## config.mk

```make
export PLATFORM = sky130hd
export DESIGN_NAME = pt_fifo_flex
export DESIGN_NICKNAME = d
export VERILOG_FILES = /design/src/rtl/pt_fifo_pkg.sv /design/src/rtl/pt_fifo_out_reg.sv /design/src/rtl/pt_fifo_flex.sv
export SDC_FILE = /design/constraint.sdc
export NUM_CORES = 1
export LEC_CHECK = 0
export CORE_MARGIN = 5
export CORE_UTILIZATION = 59
export DETAILED_ROUTE_END_ITERATION = 7
export HOLD_SLACK_MARGIN = 0.1
export PLACE_DENSITY = 0.8
export SETUP_SLACK_MARGIN = 0.3
export SLEW_MARGIN = 30
export SYNTH_ARGS = -nofsm -noshare
export SYNTH_HDL_FRONTEND = slang
export SYNTH_SLANG_ARGS = --single-unit
```

## constraint.sdc

```tcl
create_clock -name i_clk -period 4.3 [get_ports i_clk]
set_input_delay 0.86 -clock i_clk [delete_from_list [all_inputs] [get_ports i_clk]]
set_output_delay 0.86 -clock i_clk [all_outputs]
set_load 0.02 [all_outputs]
```

## src/rtl/pt_fifo_pkg.sv

```systemverilog
// Shared types and helpers for the pt_fifo family: count-width sizing and a
// status bundle for downstream aggregation of FIFO telemetry.
package pt_fifo_pkg;

  localparam int unsigned StatusLevelW = 16;

  // Width needed to hold any occupancy value 0..depth inclusive.
  function automatic int unsigned count_w(input int unsigned depth);
    return $clog2(depth + 1);
  endfunction

  typedef struct packed {
    logic [StatusLevelW-1:0] level;
    logic                    full;
    logic                    empty;
    logic                    hwm;
    logic                    lwm;
  } fifo_status_t;

endpackage

```

## src/rtl/pt_fifo_out_reg.sv

```systemverilog
// Registered read stage for pt_fifo_flex: holds the head entry in flops and
// refills from the storage array, or from the write port when the array is empty.
module pt_fifo_out_reg
  import pt_fifo_pkg::*;
#(
  parameter type DATA_T = logic [31:0]
) (
  input  logic  clk,
  input  logic  rst_n,
  input  logic  flush,
  input  logic  load,
  input  logic  arr_nonempty,
  input  DATA_T arr_head,
  input  logic  push,
  input  DATA_T wr_data,
  output logic  out_vld,
  output DATA_T out_dat
);

  logic  out_vld_q;
  DATA_T out_dat_q;

  // Array head has priority so ordering stays FIFO; the write port only
  // bypasses into the register when nothing older is queued.
  always_ff @(posedge clk or negedge rst_n) begin
    if (!rst_n) begin
      out_vld_q <= 1'b0;
      out_dat_q <= '0;
    end else if (flush) begin
      out_vld_q <= 1'b0;
    end else if (load) begin
      if (arr_nonempty) begin
        out_vld_q <= 1'b1;
        out_dat_q <= arr_head;
      end else if (push) begin
        out_vld_q <= 1'b1;
        out_dat_q <= wr_data;
      end else begin
        out_vld_q <= 1'b0;
      end
    end
  end

  assign out_vld = out_vld_q;
  assign out_dat = out_dat_q;

endmodule

```

## src/rtl/pt_fifo_flex.sv

```systemverilog
// Valid/ready FIFO with optional registered read port, programmable
// watermarks, synchronous flush and peak-occupancy tracking.
module pt_fifo_flex
  import pt_fifo_pkg::*;
#(
  parameter type         DATA_T  = logic [31:0],
  parameter int unsigned DEPTH   = 8,
  parameter bit          REG_OUT = 1'b0,
  localparam int unsigned COUNT_W = count_w(DEPTH)
) (
  input  logic               i_clk,
  input  logic               i_rst_n,
  input  DATA_T              i_wr_data,
  input  logic               i_wr_valid,
  output logic               o_wr_ready,
  output DATA_T              o_rd_data,
  output logic               o_rd_valid,
  input  logic               i_rd_ready,
  input  logic               i_flush,
  input  logic [COUNT_W-1:0] i_hwm,
  input  logic [COUNT_W-1:0] i_lwm,
  input  logic               i_clr_peak,
  output logic [COUNT_W-1:0] o_level,
  output logic               o_full,
  output logic               o_empty,
  output logic               o_hwm,
  output logic               o_lwm,
  output logic [COUNT_W-1:0] o_peak
);

  localparam int unsigned         PTR_W  = (DEPTH > 1) ? $clog2(DEPTH) : 1;
  localparam logic [COUNT_W-1:0] DEPTH_C = COUNT_W'(DEPTH);
  localparam logic [PTR_W-1:0]   LAST_P  = PTR_W'(DEPTH - 1);

  DATA_T              mem_q [DEPTH];
  logic [PTR_W-1:0]   head_q, tail_q;
  logic [COUNT_W-1:0] level_q, level_d;
  logic [COUNT_W-1:0] peak_q, peak_d;
  logic               push, pop;
  logic               arr_push, arr_pop;
  DATA_T              arr_head;

  function automatic logic [PTR_W-1:0] ptr_inc(input logic [PTR_W-1:0] p);
    return (p == LAST_P) ? '0 : p + PTR_W'(1);
  endfunction

  assign o_full     = (level_q == DEPTH_C);
  assign o_empty    = (level_q == '0);
  assign o_wr_ready = !o_full && !i_flush;
  assign push       = i_wr_valid && o_wr_ready;
  assign pop        = o_rd_valid && i_rd_ready;
  assign arr_head   = mem_q[tail_q];

  if (REG_OUT) begin : g_reg_out
    logic [COUNT_W-1:0] arr_cnt;
    logic               arr_nonempty;
    logic               load;
    logic               out_vld;
    DATA_T              out_dat;

    // Occupancy counts the output register, so the array holds the rest.
    assign arr_cnt      = level_q - COUNT_W'(out_vld);
    assign arr_nonempty = (arr_cnt != '0);
    assign load         = !out_vld || pop;
    assign arr_pop      = load && arr_nonempty;
    assign arr_push     = push && !(load && !arr_nonempty);

    pt_fifo_out_reg #(
      .DATA_T(DATA_T)
    ) u_out_reg (
      .clk         (i_clk),
      .rst_n       (i_rst_n),
      .flush       (i_flush),
      .load        (load),
      .arr_nonempty(arr_nonempty),
      .arr_head    (arr_head),
      .push        (push),
      .wr_data     (i_wr_data),
      .out_vld     (out_vld),
      .out_dat     (out_dat)
    );

    assign o_rd_valid = out_vld;
    assign o_rd_data  = out_dat;
  end else begin : g_comb_out
    assign arr_pop    = pop;
    assign arr_push   = push;
    assign o_rd_valid = !o_empty;
    assign o_rd_data  = arr_head;
  end

  always_comb begin
    level_d = i_flush ? '0 : level_q + COUNT_W'(push) - COUNT_W'(pop);
    if (i_clr_peak) begin
      peak_d = level_d;
    end else begin
      peak_d = (level_d > peak_q) ? level_d : peak_q;
    end
  end

  always_ff @(posedge i_clk or negedge i_rst_n) begin
    if (!i_rst_n) begin
      head_q  <= '0;
      tail_q  <= '0;
      level_q <= '0;
      peak_q  <= '0;
    end else begin
      level_q <= level_d;
      peak_q  <= peak_d;
      if (i_flush) begin
        head_q <= '0;
        tail_q <= '0;
      end else begin
        if (arr_push) head_q <= ptr_inc(head_q);
        if (arr_pop)  tail_q <= ptr_inc(tail_q);
      end
    end
  end

  always_ff @(posedge i_clk or negedge i_rst_n) begin
    if (!i_rst_n) begin
      for (int i = 0; i < int'(DEPTH); i++) mem_q[i] <= '0;
    end else if (arr_push) begin
      mem_q[head_q] <= i_wr_data;
    end
  end

  assign o_level = level_q;
  assign o_peak  = peak_q;
  assign o_hwm   = (level_q >= i_hwm);
  assign o_lwm   = (level_q <= i_lwm);

endmodule

```

== After elaboration in Yosys (flattened, before gate mapping) ==
Cells that the tools add are included.
W data, S select, Z words.
Operators by class
  add/sub/neg operators: 4
  magnitude comparators: 6
  equal/unequal tests: 3
  mux-type cells: 15
  bitwise gates (word level): 2
  reduce and logical (&&, ||, !) cells: 11
Operators by type and width (number)
  $bwmux W256: 1
  $bmux W32 S3: 1
  $demux W32 S3: 1
  $mux W32: 3
  $mux W3: 6
  $mux W4: 3
  $ge A4 B4 Y1 const B: 2
  $not A3 Y4: 2
  $add A3 B1 Y3 const B: 2
  $eq A3 B3 Y1 const B: 2
  $reduce_bool A2 Y1: 3
  $add A4 B1 Y4: 1
  $eq A4 B4 Y1 const B: 1
  $ge A4 B4 Y1: 1
  $gt A4 B4 Y1: 1
  $le A4 B4 Y1: 1
  $logic_and A1 B1 Y1: 4
  $logic_not A4 Y1: 1
  $lt A4 B1 Y1 const B: 1
  $sub A4 B1 Y4: 1
  $logic_not A1 Y1: 3
Word-level totals
  register bits: 270
  input bits: 46
  output and inout bits: 46
  word-level logic and storage cells: 53

== Logic depth before layout (Yosys ltp) ==
  word-level depth: 10
  gate-level depth with buffers: 17
  depth with buffers taken out: 16

== Least setup slack after synthesis ==
No wires, ideal clock.
  kind: register -> register
  start: register level_q[2], in the netlist o_level[2]
  end: register peak_q[0], in the netlist o_peak[0]
  setup time: 0.125 ns
  arrival time: 3.720 ns
  data required time: 4.175 ns
  setup slack: 0.455 ns
  cell stages (with the launch flop): 18
  path buffers: 1
  period minus slack after synthesis: 3.845 ns
  path through: dfrtp_1 -> inv_1 -> ha_1 -> or3b_2 -> clkbuf_1 -> nand2_1 -> inv_1 -> ha_1 -> inv_1 -> ha_1 -> fa_1 -> xnor2_1 -> nor2_1 -> ha_1 -> o21a_1 -> o31ai_1 -> a21oi_1 -> mux2_2
On the way
  elaborated cells on any way between the ends: 14
  classes of those cells: add/sub (2); order compare (1); eq/ne (1); mux (3); reduce/logical (7)
RTL lines
  from (decl): line pt_fifo_flex.sv:37  | logic [COUNT_W-1:0] level_q, level_d;
  from (signal assigned): line pt_fifo_flex.sv:108  | level_q <= level_d;
  $logic_not A4 Y1: line pt_fifo_flex.sv:48  | assign o_empty = (level_q == '0);
  $logic_not A1 Y1: line pt_fifo_flex.sv:88  | assign o_rd_valid = !o_empty;
  net o_rd_valid: line pt_fifo_flex.sv:17  | output logic o_rd_valid,
  $logic_and A1 B1 Y1: line pt_fifo_flex.sv:51  | assign pop = o_rd_valid && i_rd_ready;
  $sub A4 B1 Y4: line pt_fifo_flex.sv:93  | level_d = i_flush ? '0 : level_q + COUNT_W'(push) - COUNT_W'(pop);
  $mux W4: line pt_fifo_flex.sv:93
  net level_d[2]: line pt_fifo_flex.sv:37
  $gt A4 B4 Y1: line pt_fifo_flex.sv:97  | peak_d = (level_d > peak_q) ? level_d : peak_q;
  $reduce_bool A2 Y1 (no line)
  to (signal assigned): line pt_fifo_flex.sv:109  | peak_q <= peak_d;
  to (decl): line pt_fifo_flex.sv:38  | logic [COUNT_W-1:0] peak_q, peak_d;
The timed path passes the listed nets, and every way through them passes these cells. The select of a mux whose other input is x is not followed.
A chain may end at the register's enable or synchronous reset.

==> results_dict.tcl <==
set metrics [dict create \
    p_leak_nw 6.73 \
    die_w_um 155 \
    ys_seq_elements 270 \
    start_util_pct 59.6 \
    pre_cts_slack_ps 196 \
    dp.cells 1121 \
    grt_pass1_wl_um 43600 \
    seq_area_frac_synth_pct 54.2 \
    cts_root_buffer "clkbuf_16" \
    required_ps 3440 \
    reg2reg_from "o_level[2]" \
    avgSynthCellArea_um2 16.1 \
    rr_endpoint "o_peak[1]" \
    synth-simple-area-share_pct 2.00 \
    dieArea_um2 24100 \
    synthTopCellsByCount "mux2_2, dfrtp_1, mux4_2" \
    fmax_ghz 0.263 \
    synth-warning-count 0 \
    hold_buffers 0 \
    reg2reg_depth 16 \
    synthMuxAreaShare_pct 38.0 \
    row_count 53 \
    min_period_ps 3810 \
    grt_max_degree 114 \
    drv_slew 0 \
    ant_nets 0 \
    instances_no_fill 1174 \
    synth_flop_cell "dfrtp_1" \
    cp.arrival_ps 2950 \
    synthDistinctLibCells 30 \
    rsz0062_at_grt "no" \
    timing.hold.ws_ps 173 \
    grt.overflow.total 0 \
    netlist_instances 775 \
    fin_crit_sh_pct 88.5 \
    vias 7029 \
    nets 947 \
    synth-edff-count 0 \
    route.detailed.drc 0 \
    htree_levels 1 \
    cts_buffers 28 \
    syn_to_final_growth_pct 18.9 \
    clk_latency_ps 540 \
    synth.area.top_cells "dfrtp_1, mux2_2, mux4_2" \
    yosysMostFrequentCell "mux2_2" \
    synth_fa_ha_area_share_pct 2.37 \
    fp.coreArea_um2 20900 \
    dr.pass1.iters 4 \
    syn_nets 844 \
    criticalPathCategory "register to output port" \
    totalWireLength_um 26200 \
    cts_tree "yes" \
    setup_ws_ps 494 \
    worstMarginPinSlew_ps 687 \
    clk_pin_slew_ps 60 \
    powerDensity_nw_per_um2 597 \
    antenna_found_initial 0 \
    design_area_um2 14800 \
    port_buffers 91 \
    drive_gt1_share_pct 47.3 \
    die_h_um 155 \
    rrSetupSlack_ps 570 \
    clk_path_buf_depth 3 \
    maxCapViolations 0 \
    setup_viol 0 \
    finalHoldViolations 0 \
    avgRoutedWirePerCell_um 22.3 \
    vias_per_cell 5.99 \
    numClockSinks 270 \
    max_slew_margin_pct 54.0 \
    cp_max_fo 19 \
    dpl-instance-area_um2 13800 \
    initialDrtViolationCount 270 \
    status "complete, no violations" \
    dp_hpwl_um 16500 \
    synth_top_cell_area_share_pct 54.2 \
    synth_area_leader_cell "dfrtp_1" \
    critPathLaunchType "register" \
    track_usage_pct 22.6 \
    vdd_drop_max_mv 0.402 \
    tns_ps 0 \
    skew_ps 14.5 \
    synth-compound-area-share_pct 0.894 \
    async_flop_share_pct 100 \
    hold_class "input port to asynchronous set/reset pin" \
    synth_top_family_by_area "multiplexers" \
    grt_pass1_vias 8200 \
    synthXorXnorAreaFrac_pct 0.0703 \
    syn_area_um2 12500 \
    critPathCaptureType "output port" \
    place_congestion 0.806 \
    n_antenna_cell 0 \
    ioPinCount 92 \
]
-- worst max-delay path by stage --
| stage | from | end |
|---|---|---|
| floorplan | o_level[2] | o_peak[0] |
| global placement | i_wr_valid | o_peak[0] |
| global route | o_level[2] | o_peak[3] |
| CTS | o_level[2] | o_peak[1] |
| detailed placement | i_wr_valid | o_peak[1] |
| finish | tail_q[0] | o_rd_data[22] |
-- stage by stage --
stage               power, W  util (%)
floorplan            0.00529         -
global placement     0.00625      66.1
detailed placement   0.00641      66.1
CTS                  0.00893      70.7
global route         0.00930      70.9
finish               0.00884      70.9
-- repair_timing --
action / 4_1_cts / 5_1_grt
cloned: 0 / 0
setup endpoints to repair: 21 / 4
buffers inserted: 1 / 0
gates resized for setup: 1 / 3
hold endpoints to repair: 0 / 0
-- worst max-delay path: stages, from the launching register on --
cell             delay, ps
dfrtp_4                680
buf_4                  320
mux4_2                 530
mux2_2                 280
clkdlybuf4s50_1        570
-- layout by cell type (no fill, tap or decap), types with 4 or more instances in the layout --
cell type        netlist  layout
mux2_2               275     275
dfrtp_1              270     267
clkdlybuf4s50_1        0      90
mux4_2                64      64
clkbuf_16              0      29
ha_1                  22      22
inv_1                 20      20
buf_4                 10      20
mux2_1                17      17
clkbuf_1              12       9
nand2b_1               6       6
nand2_1                7       6
a21oi_1                7       6
buf_12                 0       6
nor2_1                 8       5
clkbuf_8               0       5
nand3_1                4       4
nor3_4                 0       4
-- routing by layer --
layer	part of all wire (%)	GRT usage, %	wire [µm]
met1	42	30.2	10900
met4	2.1	5.21	543
met2	52	39.3	13600
met3	4.7	3.70	1230
met5	0	0	0
-- logic make-up (layout without fill, tap and decap cells) --
logic type | count (synthesis) | count (layout)
AOI/OAI and AO/OA | 18 | 18
buffers and inverters | 65 | 189
xor gates and xnor gates | 1 | 1
and+or+nand+nor | 42 | 42
muxes | 356 | 356
DFF | 270 | 270
adders and majority gates | 23 | 23
-- area by class of cell --
type                    count  area (µm²)
flip-flops and latches    270        6770
fillers                  1325        6080
multi-input cells         440        5460
repair buffers            118        1210
clock buffers              43         828
well taps                 275         344
clock inverters             8         124
inverters                  20        75.1
-- registers in the layout, summed over array words and instances (netlist names) --
name and count:
head_q 3, mem_q 256, o_level 4, o_peak 4
tail_q 3
-- report_power, final --
part	leakage, nW	total [W]	internal, W	switching [W]
clock	0.459	0.00246	0.00150	0.000955
combinational	2.67	0.00293	0.00168	0.00125
sequential	3.59	0.00345	0.00309	0.000363
Power figures use the tool's default switching activity.
==> variant 1 (same settings) <==
Reset style: synchronous (`i_rst_n` and `rst_n`), changed in 3 clocked blocks.
--- a/src/rtl/pt_fifo_out_reg.sv
+++ b/src/rtl/pt_fifo_out_reg.sv
@@ -22,7 +22,7 @@
 
   // Array head has priority so ordering stays FIFO; the write port only
   // bypasses into the register when nothing older is queued.
-  always_ff @(posedge clk or negedge rst_n) begin
+  always_ff @(posedge clk) begin
     if (!rst_n) begin
       out_vld_q <= 1'b0;
       out_dat_q <= '0;
--- a/src/rtl/pt_fifo_flex.sv
+++ b/src/rtl/pt_fifo_flex.sv
@@ -98,7 +98,7 @@
     end
   end
 
-  always_ff @(posedge i_clk or negedge i_rst_n) begin
+  always_ff @(posedge i_clk) begin
     if (!i_rst_n) begin
       head_q  <= '0;
       tail_q  <= '0;
@@ -117,7 +117,7 @@
     end
   end
 
-  always_ff @(posedge i_clk or negedge i_rst_n) begin
+  always_ff @(posedge i_clk) begin
     if (!i_rst_n) begin
       for (int i = 0; i < int'(DEPTH); i++) mem_q[i] <= '0;
     end else if (arr_push) begin
Check against the original RTL: differs if i_rst_n is asserted again (counterexample within 4 cycles, from zero or initial values and one cycle with i_rst_n low); with i_rst_n held inactive, the same outputs for 4 cycles.
==> variant 1 against the unedited design <==
Cell count increased by 1.9%; register-to-register slack is essentially flat; wire length increased by 4.9%; hold slack better by 0.33 ns; worst setup slack worse by 0.010 ns; synthesized area increased by 0.42%; sequential cell count increased by 3; die area up 0.39%; design area grew 0.36%; sequential share of layout area up 8.3 points; count of clock-buffer cells in the layout fell by 2; first-iteration DRC count is 100% higher; critical path type is now input pin to output port.
Power is not compared: it rests on default switching activity, and its combinational part moved more than twofold at a synthesized area within 25%.
==> variant 1: results (changes against the unedited design) <==
[synthesis]
synth_edf_count = 256  ; +256
yosysSeqAreaShare_pct = 64.2  ; +9.9 points
synth_mux_area_share_pct = 14.9  ; -23 points
synthTopCellsByCount = and2_1 (258), edfxtp_1 (256), mux4_2 (64), mux2_2 (32), buf_2 (31)
syn_nets = 865  ; +2.5%
synth_compound_area_share_pct = 1.00  ; +0.11 points
syn_area_per_cell_um2 = 15.7  ; -2.2%
synth_fa_ha_area_share_pct = 2.36  ; -0.010 points
synthTopCellsByArea = edfxtp_1 (61%), and2_1 (13%), mux4_2 (12%), mux2_2 (2.9%), dfxtp_1 (2.7%)
yosysUniqueCellTypes = 32  ; +6.7%
ys_async_sr_fraction_pct = 0  ; -100 points
synth-xor-area-share_pct = 0.0700  ; -0.00030 points

[cts]
root_buffer = clkbuf_16
cts-buffers-inserted = 28  ; unchanged
cts.clk_slew.worst_paths_ns = 0.06  ; about the same

[place]
dpl-instance-area_um2 = 14000  ; +1.2%
dp_cells = 1144  ; +2.1%
place.gp.congestion = 0.823  ; +2.1%
dp.final_hpwl_um = 16000  ; -3.4%
dp_slack_ns = 0.0529  ; -0.143 ns

[sta]
hold_ws_ns = 0.500  ; +0.327 ns
finalCriticalPeriod_ns = 3.82  ; +0.0104 ns
tightest_slew_ns = 0.909  ; +0.221 ns
clock_skew_ns = 0.0125  ; -0.00200 ns

[status]
outcome = complete, no violations

[worst_setup_path]
crit_path_start = i_lwm[1]
r2r_cells = 18  ; +2
crit-reg2reg-launch = o_level[2]
cp_slowest_cell = clkdlybuf4s50_1
crit_fanout = 2  ; -17
critical_path.endpoint = o_lwm
critPathArrivalTime_ns = 2.96  ; about the same
rr_endpoint = o_peak[1]
r2r_slack_ns = 0.57  ; about the same
critPathMaxStageDelay_ns = 0.60  ; -0.08 ns

[layout]
fillers = 1352  ; +2.0%
diodes = 0  ; unchanged
largest_register_ffs = 256  ; unchanged
layout.nets = 969  ; +2.3%
drive_gt1_share_pct = 19.2  ; -28 points
layout_commonest_cell = and2_1

[route]
firstDrtPassIters = 4  ; unchanged
routed_wl_um = 27500  ; +4.9%
drtIter0Drc = 542  ; +100%
vias = 6973  ; -0.80%
post_drt_wl_per_cell_um = 23.0  ; +3.0%

[global_route]
antenna_found_initial = 1  ; +1
grt_max_degree = 39  ; -66%
grt_pass1_vias = 7578  ; -7.6%
track_usage_pct = 23.2  ; +0.64 points
grt_pass1_wl_um = 42900  ; -1.6%

[hold_path]
hold_path_class = register to register

[power_and_ir_drop]
power_leakage_nw = 5.42
ir_drop_mv = 0.373
p_seq_mw = 3.06
p_per_area_nw_per_um2 = 411

-- variant 1: layout make-up --
cell class / count / share of cell area [%]
sequential: 273 / 54.0
multi-input combinational: 457 / 28.8
timing repair buffer: 119 / 8.60
clock buffer: 41 / 5.25
tap: 275 / 2.31
inverter: 21 / 0.530
clock inverter: 10 / 0.497
-- variant 1: logic make-up (layout without fill, tap and decap cells) --
family / Yosys count / after routing
and+or+nand+nor: 309 / 309
DFF: 273 / 273
muxes: 102 / 102
buffers and inverters: 66 / 191
adders and majority gates: 23 / 23
AOI/OAI and AO/OA: 22 / 22
xor gates and xnor gates: 1 / 1
-- variant 1: per-layer routing --
metal,GRT usage (%),vias up,routed length [um]
met5,0,-,14
met4,5.04,2,431
met3,3.77,45,2080
met2,41.3,272,14400
met1,30.6,3534,10600
li1,-,3120,-
-- variant 1: what timing repair did --
item | in CTS | in global routing
setup endpoints to repair | 0 | 9
resized for setup | 0 | 2
buffers inserted | 0 | 1
==> variant 2 (same settings) <==
Made on the original files. `REG_OUT`: 1'b0 -> 1'b1.
--- a/src/rtl/pt_fifo_flex.sv
+++ b/src/rtl/pt_fifo_flex.sv
@@ -5,7 +5,7 @@
 #(
   parameter type         DATA_T  = logic [31:0],
   parameter int unsigned DEPTH   = 8,
-  parameter bit          REG_OUT = 1'b0,
+  parameter bit          REG_OUT = 1'b1,
   localparam int unsigned COUNT_W = count_w(DEPTH)
 ) (
   input  logic               i_clk,
Formal check against the unedited RTL: not equivalent (a bounded check fails within 4 cycles, from zero or initial values and one cycle with i_rst_n low).
==> variant 2 against the unedited design <==
Maximum frequency grew 1.1%; power grew 30%; worst setup slack gained 0.042 ns; sequential cell count grew 33; critical path depth grew 11; synthesized cell count grew 15%; wire length grew 11%; design area grew 15%; synthesized area grew 18%; via count grew 13%; highest routed layer is now met5.
==> variant 2: results (changes against the unedited design) <==
[layout]
fillers = 1596  ; +20%
seq_area_um2 = 7590  ; +12%
clk_share_pct = 6.91  ; +0.48 points
layout.nets = 1069  ; +13%
multi_input_area_um2 = 6630  ; +21%
nNonClkInverters = 18  ; -10%
multi_input_cells = 519  ; +18%
drive_gt1_share_pct = 37.0  ; -10 points
n_all_buffers = 121  ; +2.5%
sh_seq_area_pct = 44.5  ; -1.2 points
final-nonclk-buf-share_pct = 7.05  ; -1.1 points
nClkBuffers = 44  ; +2.3%

[synthesis]
syn_area_per_cell_um2 = 16.4  ; +1.9%
syn_area_um2 = 14700  ; +18%
yosysSeqAreaShare_pct = 51.7  ; -2.5 points
yosysUniqueCellTypes = 40  ; +33%
synth-xor-area-share_pct = 0.179  ; +0.11 points
synthTopCellsByCount = dfrtp_1 (303), mux2_1 (153), mux2_2 (116), mux2_4 (87), mux4_2 (64)
synth_mux_area_share_pct = 39.4  ; +1.5 points
syn_nets = 967  ; +15%
synthTopCellsByArea = dfrtp_1 (52%), mux2_1 (12%), mux4_2 (9.8%), mux2_2 (8.9%), mux2_4 (8.9%)
synth_fa_ha_area_share_pct = 2.27  ; -0.099 points

[worst_setup_path]
crit_fanout = 5  ; -14
cp_slowest_cell = or3b_4

[power_and_ir_drop]
power_leakage_nw = 8.23  ; +22%
ir_drop_mv = 0.519  ; +29%
switchingPower_mw = 3.32  ; +29%

[sta]
clock_skew_ns = 0.0120  ; -0.00246 ns
tightest_slew_ns = 0.805  ; +0.117 ns

[route]
drtIter0Drc = 456  ; +69%
dr_wl_met2_um = 14000  ; +3.2%
vias = 7917  ; +13%
met1_length_um = 13200  ; +22%
wl_met3_um = 1550  ; +27%
routed_wl_um = 29200  ; +11%

[place]
dp_cells = 1283  ; +14%
dpl-instance-area_um2 = 15900  ; +15%
dp_slack_ns = -0.0331  ; -0.229 ns
place.gp.congestion = 0.795  ; -1.3%

[cts]
cts_max_level = 2  ; +1

[status]
outcome = complete, no violations

[global_route]
grt_use_met2_pct = 34.9  ; -4.4 points
grt_pass1_vias = 8783  ; +7.1%
antenna_found_initial = 1  ; +1
grt_max_degree = 104  ; -8.8%
track_usage_pct = 21.5  ; -1.0 points
use_met3_pct = 4.53  ; +0.83 points

-- variant 2: changes by cell type after synthesis, sizes merged, moves of 4 or more --
| cell | delta |
|---|---|
| buf | +15 |
| clkbuf | -5 |
| dfrtp | +33 |
| mux2 | +64 |
| nor3 | -4 |
| o21ai | +7 |
-- variant 2: power groups by stage --
stage                     combinational (mW)  sequential [mW]  clock, mW
after floorplan                         3.05             4.23          0
after global placement                  4.02             4.32          0
after detailed placement                4.18             4.29          0
after CTS                               4.23             4.28       3.06
after global routing                    4.54             4.38       3.20
final                                   4.20             4.27       3.01
-- variant 2: worst max-delay path by stage --
stage                           from        end  slack [ns]
after floorplan           o_level[2]  o_peak[0]        0.50
after global routing      o_level[2]  o_peak[1]        0.33
after CTS                 o_level[2]  o_peak[3]        0.38
after global placement       i_flush  o_peak[3]         0.1
final                     o_level[2]  o_peak[1]        0.54
after detailed placement  i_wr_valid  o_peak[3]       -0.03
